**src/rtl/puf_challenge_sequencer_if.sv**
```systemverilog
`default_nettype none
// ----------------------------------------------------------------------------
// puf_challenge_sequencer_if : host/datapath signal bundle for the RO-PUF sequencer
// Rev 1.0
// ----------------------------------------------------------------------------
interface puf_challenge_sequencer_if #(
  parameter int NUM_BITS = 16
);
  logic                start;
  logic [3:0]          stride;
  logic [3:0]          base;
  logic [11:0]         cnt1;
  logic [11:0]         cnt2;
  logic [3:0]          select1;
  logic [3:0]          select2;
  logic                ro_enable;
  logic                cnt_reset;
  logic                cnt_enable;
  logic                busy;
  logic                done;
  logic                overflow;
  logic [NUM_BITS-1:0] response;

  modport master (
    output start, stride, base, cnt1, cnt2,
    input  select1, select2, ro_enable, cnt_reset, cnt_enable,
    input  busy, done, overflow, response
  );

  modport slave (
    input  start, stride, base, cnt1, cnt2,
    output select1, select2, ro_enable, cnt_reset, cnt_enable,
    output busy, done, overflow, response
  );
endinterface
`default_nettype wire

```
**src/rtl/puf_challenge_sequencer.sv**
```systemverilog
`default_nettype none
// ----------------------------------------------------------------------------
// puf_challenge_sequencer : walks RO pairs, gates the edge counters, builds the response
// Optional PUF_SEQ_MAJORITY_EN: 3 measurements per pair, majority vote. Rev 1.0
// ----------------------------------------------------------------------------
module puf_challenge_sequencer #(
  parameter int NUM_BITS = 16,
  parameter int WINDOW   = 4095,
  parameter int SETTLE   = 8,
  parameter int HOLD     = 4
) (
  input  wire logic                clock,
  input  wire logic                reset,
  puf_challenge_sequencer_if.slave bus
);

  localparam logic [2:0] S_IDLE   = 3'd0;
  localparam logic [2:0] S_SETUP  = 3'd1;
  localparam logic [2:0] S_COUNT  = 3'd2;
  localparam logic [2:0] S_HOLD   = 3'd3;
  localparam logic [2:0] S_SAMPLE = 3'd4;
  localparam logic [2:0] S_DONE   = 3'd5;

  localparam int T_A   = (SETTLE > WINDOW) ? SETTLE : WINDOW;
  localparam int T_MAX = (T_A > HOLD) ? T_A : HOLD;
  localparam int TW    = $clog2(T_MAX + 1);
  localparam int KW    = (NUM_BITS > 1) ? $clog2(NUM_BITS) : 1;

  localparam logic [TW-1:0] SETTLE_LAST = TW'(SETTLE - 1);
  localparam logic [TW-1:0] WINDOW_LAST = TW'(WINDOW - 1);
  localparam logic [TW-1:0] HOLD_LAST   = TW'(HOLD - 1);
  localparam logic [KW-1:0] K_LAST      = KW'(NUM_BITS - 1);

  logic [2:0]          state_q, state_d;
  logic [TW-1:0]       timer_q, timer_d;
  logic [KW-1:0]       k_q, k_d;
  logic [3:0]          base_q, base_d;
  logic [3:0]          stride_q, stride_d;
  logic [NUM_BITS-1:0] response_q, response_d;
  logic                overflow_q, overflow_d;
  logic [3:0]          select1_q, select1_d;
  logic [3:0]          select2_q, select2_d;
  logic                ro_enable_q, ro_enable_d;
  logic                cnt_reset_q, cnt_reset_d;
  logic                cnt_enable_q, cnt_enable_d;
  logic                busy_q, busy_d;
  logic                done_q, done_d;
`ifdef PUF_SEQ_MAJORITY_EN
  logic [1:0]          rep_q, rep_d;
  logic [1:0]          votes_q, votes_d;
`endif

  logic cmp_bit;
  logic cmp_ovf;

  assign cmp_bit = (bus.cnt1 > bus.cnt2);
  assign cmp_ovf = (bus.cnt1 == 12'hFFF) || (bus.cnt2 == 12'hFFF);

  // State register: every output is a flop loaded from the output comb below.
  always_ff @(posedge clock) begin
    if (!reset) begin
      state_q      <= S_IDLE;
      timer_q      <= '0;
      k_q          <= '0;
      base_q       <= '0;
      stride_q     <= 4'd1;
      response_q   <= '0;
      overflow_q   <= 1'b0;
      select1_q    <= '0;
      select2_q    <= '0;
      ro_enable_q  <= 1'b0;
      cnt_reset_q  <= 1'b0;
      cnt_enable_q <= 1'b0;
      busy_q       <= 1'b0;
      done_q       <= 1'b0;
`ifdef PUF_SEQ_MAJORITY_EN
      rep_q        <= '0;
      votes_q      <= '0;
`endif
    end else begin
      state_q      <= state_d;
      timer_q      <= timer_d;
      k_q          <= k_d;
      base_q       <= base_d;
      stride_q     <= stride_d;
      response_q   <= response_d;
      overflow_q   <= overflow_d;
      select1_q    <= select1_d;
      select2_q    <= select2_d;
      ro_enable_q  <= ro_enable_d;
      cnt_reset_q  <= cnt_reset_d;
      cnt_enable_q <= cnt_enable_d;
      busy_q       <= busy_d;
      done_q       <= done_d;
`ifdef PUF_SEQ_MAJORITY_EN
      rep_q        <= rep_d;
      votes_q      <= votes_d;
`endif
    end
  end

  // Next-state and datapath update.
  always_comb begin
    state_d    = state_q;
    timer_d    = timer_q;
    k_d        = k_q;
    base_d     = base_q;
    stride_d   = stride_q;
    response_d = response_q;
    overflow_d = overflow_q;
`ifdef PUF_SEQ_MAJORITY_EN
    rep_d      = rep_q;
    votes_d    = votes_q;
`endif
    case (state_q)
      S_IDLE: begin
        if (bus.start) begin
          state_d    = S_SETUP;
          timer_d    = '0;
          k_d        = '0;
          base_d     = bus.base;
          stride_d   = (bus.stride == 4'd0) ? 4'd1 : bus.stride;
          response_d = '0;
          overflow_d = 1'b0;
`ifdef PUF_SEQ_MAJORITY_EN
          rep_d      = '0;
          votes_d    = '0;
`endif
        end
      end
      S_SETUP: begin
        if (timer_q == SETTLE_LAST) begin
          state_d = S_COUNT;
          timer_d = '0;
        end else begin
          timer_d = timer_q + 1'b1;
        end
      end
      S_COUNT: begin
        if (timer_q == WINDOW_LAST) begin
          state_d = S_HOLD;
          timer_d = '0;
        end else begin
          timer_d = timer_q + 1'b1;
        end
      end
      S_HOLD: begin
        if (timer_q == HOLD_LAST) begin
          state_d = S_SAMPLE;
          timer_d = '0;
        end else begin
          timer_d = timer_q + 1'b1;
        end
      end
      S_SAMPLE: begin
        overflow_d = overflow_q | cmp_ovf;
        state_d    = S_SETUP;
        timer_d    = '0;
`ifdef PUF_SEQ_MAJORITY_EN
        if (rep_q != 2'd2) begin
          rep_d   = rep_q + 2'd1;
          votes_d = votes_q + {1'b0, cmp_bit};
        end else begin
          rep_d   = '0;
          votes_d = '0;
          // Two of three already won, or one plus this final result.
          response_d[k_q] = (votes_q == 2'd2) || ((votes_q == 2'd1) && cmp_bit);
          if (k_q == K_LAST) begin
            state_d = S_DONE;
          end else begin
            k_d = k_q + 1'b1;
          end
        end
`else
        response_d[k_q] = cmp_bit;
        if (k_q == K_LAST) begin
          state_d = S_DONE;
        end else begin
          k_d = k_q + 1'b1;
        end
`endif
      end
      S_DONE: begin
        state_d = S_IDLE;
      end
      default: begin
        state_d = S_IDLE;
      end
    endcase
  end

  // Outputs are decoded from the upcoming state so they line up with it once registered.
  always_comb begin
    select1_d = select1_q;
    select2_d = select2_q;
    if ((state_d == S_SETUP) && (state_q != S_SETUP)) begin
      select1_d = base_d + 4'(k_d);
      select2_d = select1_d + stride_d;
    end
    ro_enable_d  = (state_d == S_SETUP) || (state_d == S_COUNT) ||
                   (state_d == S_HOLD)  || (state_d == S_SAMPLE);
    cnt_reset_d  = (state_d == S_SETUP) && (state_q != S_SETUP);
    cnt_enable_d = (state_d == S_COUNT);
    busy_d       = (state_d != S_IDLE);
    done_d       = (state_d == S_DONE);
  end

  assign bus.select1    = select1_q;
  assign bus.select2    = select2_q;
  assign bus.ro_enable  = ro_enable_q;
  assign bus.cnt_reset  = cnt_reset_q;
  assign bus.cnt_enable = cnt_enable_q;
  assign bus.busy       = busy_q;
  assign bus.done       = done_q;
  assign bus.overflow   = overflow_q;
  assign bus.response   = response_q;

endmodule
`default_nettype wire
```
**src/flat_wrapper.sv**
```systemverilog
// flat-port wrapper written by rule: the top's interface ports become plain ports
module puf_challenge_sequencer_flat 
#(
  parameter int NUM_BITS = 16,
  parameter int WINDOW   = 4095,
  parameter int SETTLE   = 8,
  parameter int HOLD     = 4
)
  (clock, reset, bus_start, bus_stride, bus_base, bus_cnt1, bus_cnt2, bus_select1, bus_select2, bus_ro_enable, bus_cnt_reset, bus_cnt_enable, bus_busy, bus_done, bus_overflow, bus_response);
  puf_challenge_sequencer_if #(.NUM_BITS(NUM_BITS)) bus_i ();
  input  wire logic clock;
  input  wire logic reset;
  input wire logic [$bits(bus_i.start)-1:0] bus_start;
  input wire logic [$bits(bus_i.stride)-1:0] bus_stride;
  input wire logic [$bits(bus_i.base)-1:0] bus_base;
  input wire logic [$bits(bus_i.cnt1)-1:0] bus_cnt1;
  input wire logic [$bits(bus_i.cnt2)-1:0] bus_cnt2;
  output wire logic [$bits(bus_i.select1)-1:0] bus_select1;
  output wire logic [$bits(bus_i.select2)-1:0] bus_select2;
  output wire logic [$bits(bus_i.ro_enable)-1:0] bus_ro_enable;
  output wire logic [$bits(bus_i.cnt_reset)-1:0] bus_cnt_reset;
  output wire logic [$bits(bus_i.cnt_enable)-1:0] bus_cnt_enable;
  output wire logic [$bits(bus_i.busy)-1:0] bus_busy;
  output wire logic [$bits(bus_i.done)-1:0] bus_done;
  output wire logic [$bits(bus_i.overflow)-1:0] bus_overflow;
  output wire logic [$bits(bus_i.response)-1:0] bus_response;
  assign bus_i.start = bus_start;
  assign bus_i.stride = bus_stride;
  assign bus_i.base = bus_base;
  assign bus_i.cnt1 = bus_cnt1;
  assign bus_i.cnt2 = bus_cnt2;
  assign bus_select1 = bus_i.select1;
  assign bus_select2 = bus_i.select2;
  assign bus_ro_enable = bus_i.ro_enable;
  assign bus_cnt_reset = bus_i.cnt_reset;
  assign bus_cnt_enable = bus_i.cnt_enable;
  assign bus_busy = bus_i.busy;
  assign bus_done = bus_i.done;
  assign bus_overflow = bus_i.overflow;
  assign bus_response = bus_i.response;
  puf_challenge_sequencer #(.NUM_BITS(NUM_BITS), .WINDOW(WINDOW), .SETTLE(SETTLE), .HOLD(HOLD)) u_core (.clock(clock), .reset(reset), .bus(bus_i));
endmodule
```
**config.mk**
```make
export PLATFORM = sky130hd
export DESIGN_NAME = puf_challenge_sequencer_flat
export DESIGN_NICKNAME = d
export VERILOG_FILES = /design/src/rtl/puf_challenge_sequencer_if.sv /design/src/rtl/puf_challenge_sequencer.sv /design/src/flat_wrapper.sv
export SDC_FILE = /design/constraint.sdc
export NUM_CORES = 1
export LEC_CHECK = 0
export ABC_AREA = 0
export CORE_MARGIN = 3
export CORE_UTILIZATION = 30
export CTS_BUF_LIST = sky130_fd_sc_hd__clkbuf_8
export CTS_CLUSTER_SIZE = 16
export DETAILED_ROUTE_END_ITERATION = 8
export PLACE_DENSITY = 0.53
export SYNTH_ARGS = -nofsm -noshare
export SYNTH_HDL_FRONTEND = slang
export SYNTH_SLANG_ARGS = --single-unit
```
**constraint.sdc**
```tcl
create_clock -name clock -period 6.1 [get_ports clock]
set_clock_uncertainty 0.15 [all_clocks]
set_input_delay 0.61 -clock clock [delete_from_list [all_inputs] [get_ports clock]]
set_output_delay 0.61 -clock clock [all_outputs]
set_load 0.03 [all_outputs]
```
-- Word level (Yosys, flattened, before mapping)
Cells that the tools add are included.
- add/subtract/negate cells: 4
- multipliers: 0
- div/mod/pow operators: 0
- magnitude comparators: 3
- eq/ne operators: 17
- shift-type cells: 0
- mux-type cells: 26
- bitwise operators: 1
- reduce and logical (&&, ||, !) cells: 13
- operators with widths (operator ; count):
    one-hot mux 12 bit (5 select lines) ; 1
    two-way mux 12 bit ; 4
    equality test 12 bit, second input constant ; 3
    one-hot mux 16 bit (2 select lines) ; 1
    two-way mux 4 bit ; 7
    bitwise mux 16 bit ; 1
    two-way mux 16 bit ; 1
    two-way mux 3 bit ; 5
    one-hot mux 3 bit (5 select lines) ; 1
    adder 12 x 1 -> 12 bit, second input constant ; 1
    equality test 12 x 2 -> 1 bit, second input constant ; 1
    equality test 12 x 3 -> 1 bit, second input constant ; 1
    equality test 3 x 2 -> 1 bit, second input constant ; 4
    greater-than comparator 12 bit ; 1
    equality test 3 bit, second input constant ; 3
    adder 4 bit ; 2
    one-hot mux 4 bit (2 select lines) ; 1
    equality test 3 x 1 -> 1 bit, second input constant ; 2
    < comparator 4 x 5 -> 1 bit, second input constant ; 1
    nonzero test 5 bit ; 1
    adder 4 x 1 -> 4 bit, second input constant ; 1
    demux 1 bit (select 4 bit) ; 1
    equality test 4 bit, second input constant ; 1
    >= comparator 4 x 1 -> 1 bit, second input constant ; 1
    other kinds (12) ; 18
- flip-flop bits (word level): 57
- bits in latches: 0
- bits in writable memories: 0
- memory bits (read-only): 0
- input port bits: 35
- output and inout bits: 30
- logic and storage cells: 78
- memories: 0

-- Depth between registers and ports, before layout
- word-level depth: 7
- mapped depth: 15
- mapped depth without buffers: 14

-- Worst setup path after synthesis
Ideal clock, no wire load.
- path type: input port to flip-flop
- from: input port bus_start
- to: register u_core.select2_q[3] (netlist: u_core.bus.select2[3])
- library setup time: 0.079 ns
- arrival time: 3.363 ns
- data required time: 5.871 ns
- slack: 2.508 ns
- stages on the path: 14
- path buffers: 2
- cells stage by stage: nor4b_4 -> buf_2 -> nor2_1 -> buf_2 -> nand2_1 -> o21ai_1 -> ha_1 -> fa_1 -> ha_1 -> a21o_1 -> a21oi_1 -> xor2_1 -> or4b_1 -> o211ai_1
- longest elaborated chain between the ends: 4
- elaborated cells on any way between the ends: 12
- classes of those cells: add/sub: 2; eq/ne: 1; mux: 8; reduce/logical: 1
- RTL lines (what ; RTL line ; source):
    start: declaration ; flat_wrapper.sv:13 ; input wire logic [$bits(bus_i.start)-1:0] bus_start;
    two-way mux 4 bit ; puf_challenge_sequencer.sv:117 ; if (bus.start) begin
    one-hot mux 4 bit (2 select lines) ; puf_challenge_sequencer.sv:115 ; case (state_q)
    named net u_core.k_d[0] ; puf_challenge_sequencer.sv:36 ; logic [KW-1:0] k_q, k_d;
    adder 4 bit ; puf_challenge_sequencer.sv:197 ; select1_d = base_d + 4'(k_d);
    adder 4 bit ; puf_challenge_sequencer.sv:198 ; select2_d = select1_d + stride_d;
    end signal: assignment ; puf_challenge_sequencer.sv:89 ; select2_q <= select2_d;
    end: declaration ; puf_challenge_sequencer.sv:42 ; logic [3:0] select2_q, select2_d;
The timed path passes the listed nets, and every way through them passes these cells.
A chain may end at the register's enable or synchronous reset.

-- Worst setup path after layout
Ends and elaborated chain as after synthesis.

==> run_results.csv <==
group,metric,value,unit
timing,hold_viol,0,
placement,portBuffers,64,
routing,top_layer_used,"met4",
routing,via_per_inst,4.93,
synth,synth-xor-area-share,0.0139,
setup_path,r2r_start,"u_core.k_q[0]",
floorplanning,dieArea,11800,sq um
floorplanning,die-height,108,um
setup_path,r2r_setup_slack,1.96,ns
synth,synth_mux_area_frac,0.0127,
setup_path,required,6.20,ns
routing,drt-initial-drc-count,97,
floorplanning,start_util,0.315,
timing,finalCritPeriodShare,0.715,
placement,dp_hpwl,6050,um
placement,globalplace.congestion,0.791,
clocking,cts-htree-levels,3,
global_routing,antenna_found_initial,0,
final_layout,num-fill-cells,1032,
routing,dr.pass1.iters,4,
placement,preCtsSetupSlack,1.40,ns
synth,synthFlopType,"dfxtp_1",
synth,synth_nets,447,
clocking,clk_latency,0.33,ns
synth,synth_cell_types,50,
clocking,ctsHoldBuffers,0,
final_layout,seq_area,1140,sq um
synth,synth_top_family_by_area,"simple AND/OR/NAND/NOR gates",
min_path,min_to,"u_core.bus.overflow",
timing,rsz0062_at_grt,"no",
synth,ys_seq_elements,57,
routing,ant_nets,0,
floorplanning,ios,65,
timing,post-route-min-period,4.36,ns
setup_path,critPathLaunchType,"input port",
routing,wl_met3,237,um
routing,routedWlPerCell,13.6,um
clocking,clk_path_buf_depth,2,
synth,synth-edff-count,0,
clocking,cts.sinks,57,
global_routing,grt.total_usage,0.143,
run,drv_cap,0,
floorplanning,fp-row-count,36,
final_layout,antenna_cells,0,
final_layout,fin_nets,507,
routing,drc,0,
power,design_power_total,0.000842,W
setup_path,critPathKind,"input port to flop",
timing,relSlewSlack,0.336,
clocking,cts-buffers-inserted,9,
final_layout,drive_above_1_share,0.0488,
synth,ys_seq_area_frac,0.363,
setup_path,cpMaxStageDelayCell,"nor4b_4",
setup_path,cp_cell_sequence,"clkdlybuf4s50_1, nor4b_4, nor2_1, nand2_1, o21ai_1, ha_1, fa_1, ha_1, a21o_1, a21oi_1, xor2_1, or4b_1, o211ai_1",
setup_path,end_kind,"flop",
power,max-vdd-ir-drop,0.000129,V
synth,synth_warnings,0,
synth,async_flop_share,0,
setup_path,path_max_fanout,12,
setup_path,r2r-end,"u_core.bus.select2[3]",
timing,setup_viol,0,
timing,fin_ws,1.74,ns
synth,synth_compound_area_frac,0.149,
routing,vias,2877,
clocking,clkTransAtPathRegs,0.06,ns
timing,holdWs,0.309,ns
clocking,cts_tree,"built",
global_routing,grt_overflow_total,0,
setup_path,critPathMostFrequentCell,"ha_1",
power,leakagePower,1.63,nW
routing,met1_length,3800,um
min_path,hold_depth,2,
synth,synthAdderAreaFrac,0.108,
clocking,cts_resized,0,
timing,setup-tns-final,0,ns
final_layout,multi_input_area,1840,sq um
clocking,root_buffer,"clkbuf_8",
timing,fmax,229,MHz
setup_path,worstRegToRegCells,14,
min_path,hold_path.class,"flop to flop",
global_routing,grt_pass1_wl,13500,um
setup_path,arrival,4.47,ns
min_path,hp-start,"u_core.bus.overflow",
clocking,post-cts-setup-buffers,0,
power,power.density,207,nW/um^2
setup_path,cpPeakStageDelay,0.67,ns
status,status,"finished clean",
global_routing,grt_pass1_vias,2792,
global_routing,grt_max_degree,29,
timing,drv_slew,0,
synth,synth_cells,386,
synth,syn-cell-area,3150,sq um
floorplanning,fp.dieW,108,um
routing,routed_wl,7940,um
synth,syn_avg_cell_area,8.15,sq um
synth,synthSimpleGateAreaFrac,0.301,
timing,worst_pin_slew,0.992,ns
floorplanning,core,10000,sq um
routing,wl_met2,3840,um
final_layout,area_delta_synth_final,29.0,%
-- cell type report --
cell class | count | area share
Timing Repair Buffer | 67 | 0.163
Tap cell | 133 | 0.0410
Clock buffer | 11 | 0.0373
Multi-Input combinational cell | 291 | 0.453
Clock inverter | 5 | 0.00555
Inverter | 20 | 0.0185
Sequential cell | 57 | 0.281
-- critical path: cells and delay by family --
kind / cells / cell delay, ns
and+or+nand+nor: 4 / 1.70
adders and majority gates: 3 / 0.99
buffers and inverters: 1 / 0.53
AOI/OAI and AO/OA: 4 / 0.52
xor gates and xnor gates: 1 / 0.11
-- stage by stage --
stage | cell area (sq um) | utilization | cells
6_report | 4060 | 0.406 | 584
5_1_grt | 4060 | 0.406 | 584
4_1_cts | 4060 | 0.406 | 584
3_5_place_dp | 3880 | 0.389 | 568
3_3_place_gp | 3880 | 0.389 | 568
2_1_floorplan | 3150 | - | 386
-- flip-flops by register name, summed over array words and instances, names as in the netlist --
signal	cells
u_core.bus.response	16
u_core.timer_q	12
u_core.base_q	4
u_core.bus.select1	4
u_core.bus.select2	4
u_core.k_q	4
u_core.stride_q	4
u_core.state_q	3
u_core.bus.busy	1
u_core.bus.cnt_enable	1
u_core.bus.cnt_reset	1
u_core.bus.done	1
u_core.bus.overflow	1
u_core.bus.ro_enable	1
-- logic make-up (layout without fill, tap and decap cells) --
family | Yosys count | count (layout)
simple gates | 179 | 179
compound gates | 77 | 77
flops | 57 | 57
buf+inv | 38 | 103
fa+ha+maj | 26 | 26
xor+xnor | 5 | 5
mux | 4 | 4
-- metal layers --
layer,GRT usage,vias to the layer above
met4,0.0325,0
met5,0,-
met1,0.185,1348
met3,0.0406,6
met2,0.236,32
li1,-,1491
-- where the power goes --
part	switching [W]	total [W]	internal, W
Sequential	0.00000697	0.000391	0.000384
Clock	0.000146	0.000311	0.000164
Combinational	0.0000775	0.000141	0.0000631
-- how the worst max path moves through the flow --
| stage | cells after the start | start | to |
|---|---|---|---|
| after floorplan | 14 | bus_start | u_core.bus.select2[3] |
| after global placement | 13 | bus_start | u_core.bus.select2[3] |
| after detailed placement | 13 | bus_start | u_core.bus.select2[3] |
| after CTS | 13 | bus_start | u_core.bus.select2[3] |
| after global routing | 13 | bus_start | u_core.bus.select2[3] |
| final | 13 | bus_start | u_core.bus.select2[3] |
-- placed cells by master (no fill, tap or decap), types with 2 or more instances in the layout --
cell type and n:
or3_1 4, xor2_1 3, clkbuf_8 11, buf_4 3, nand2b_1 7, nand4_1 16, nand2_1 34, nor2b_1 9
nor4_1 4, and4_1 2, mux2i_1 4, fa_1 2, ha_1 24, o21ai_1 6, xnor2_1 2, and2_1 9
nor2_1 30, a21oi_1 24, o21ai_0 20, o31ai_1 3, inv_1 21, o21a_1 3, nand3_1 40, clkinv_2 3
o211ai_1 4, nor3b_1 2, dfxtp_1 57, a21o_1 7, clkdlybuf4s50_1 64, o211a_1 2, and3_1 5, nor3_1 9
-- synthesized netlist by cell type (all sizes together) (8+ instances only) --
cell type  number  share of area
a21oi          24          0.038
and2           10          0.020
buf             8          0.017
clkbuf         10          0.012
dfxtp          57           0.36
ha             24          0.095
inv            19          0.023
nand2          34          0.041
nand3          40          0.064
nand4          16          0.032
nor2           30          0.036
nor2b           9          0.018
nor3           10          0.017
o21ai          26          0.041
(Power assumes the default switching activity.)
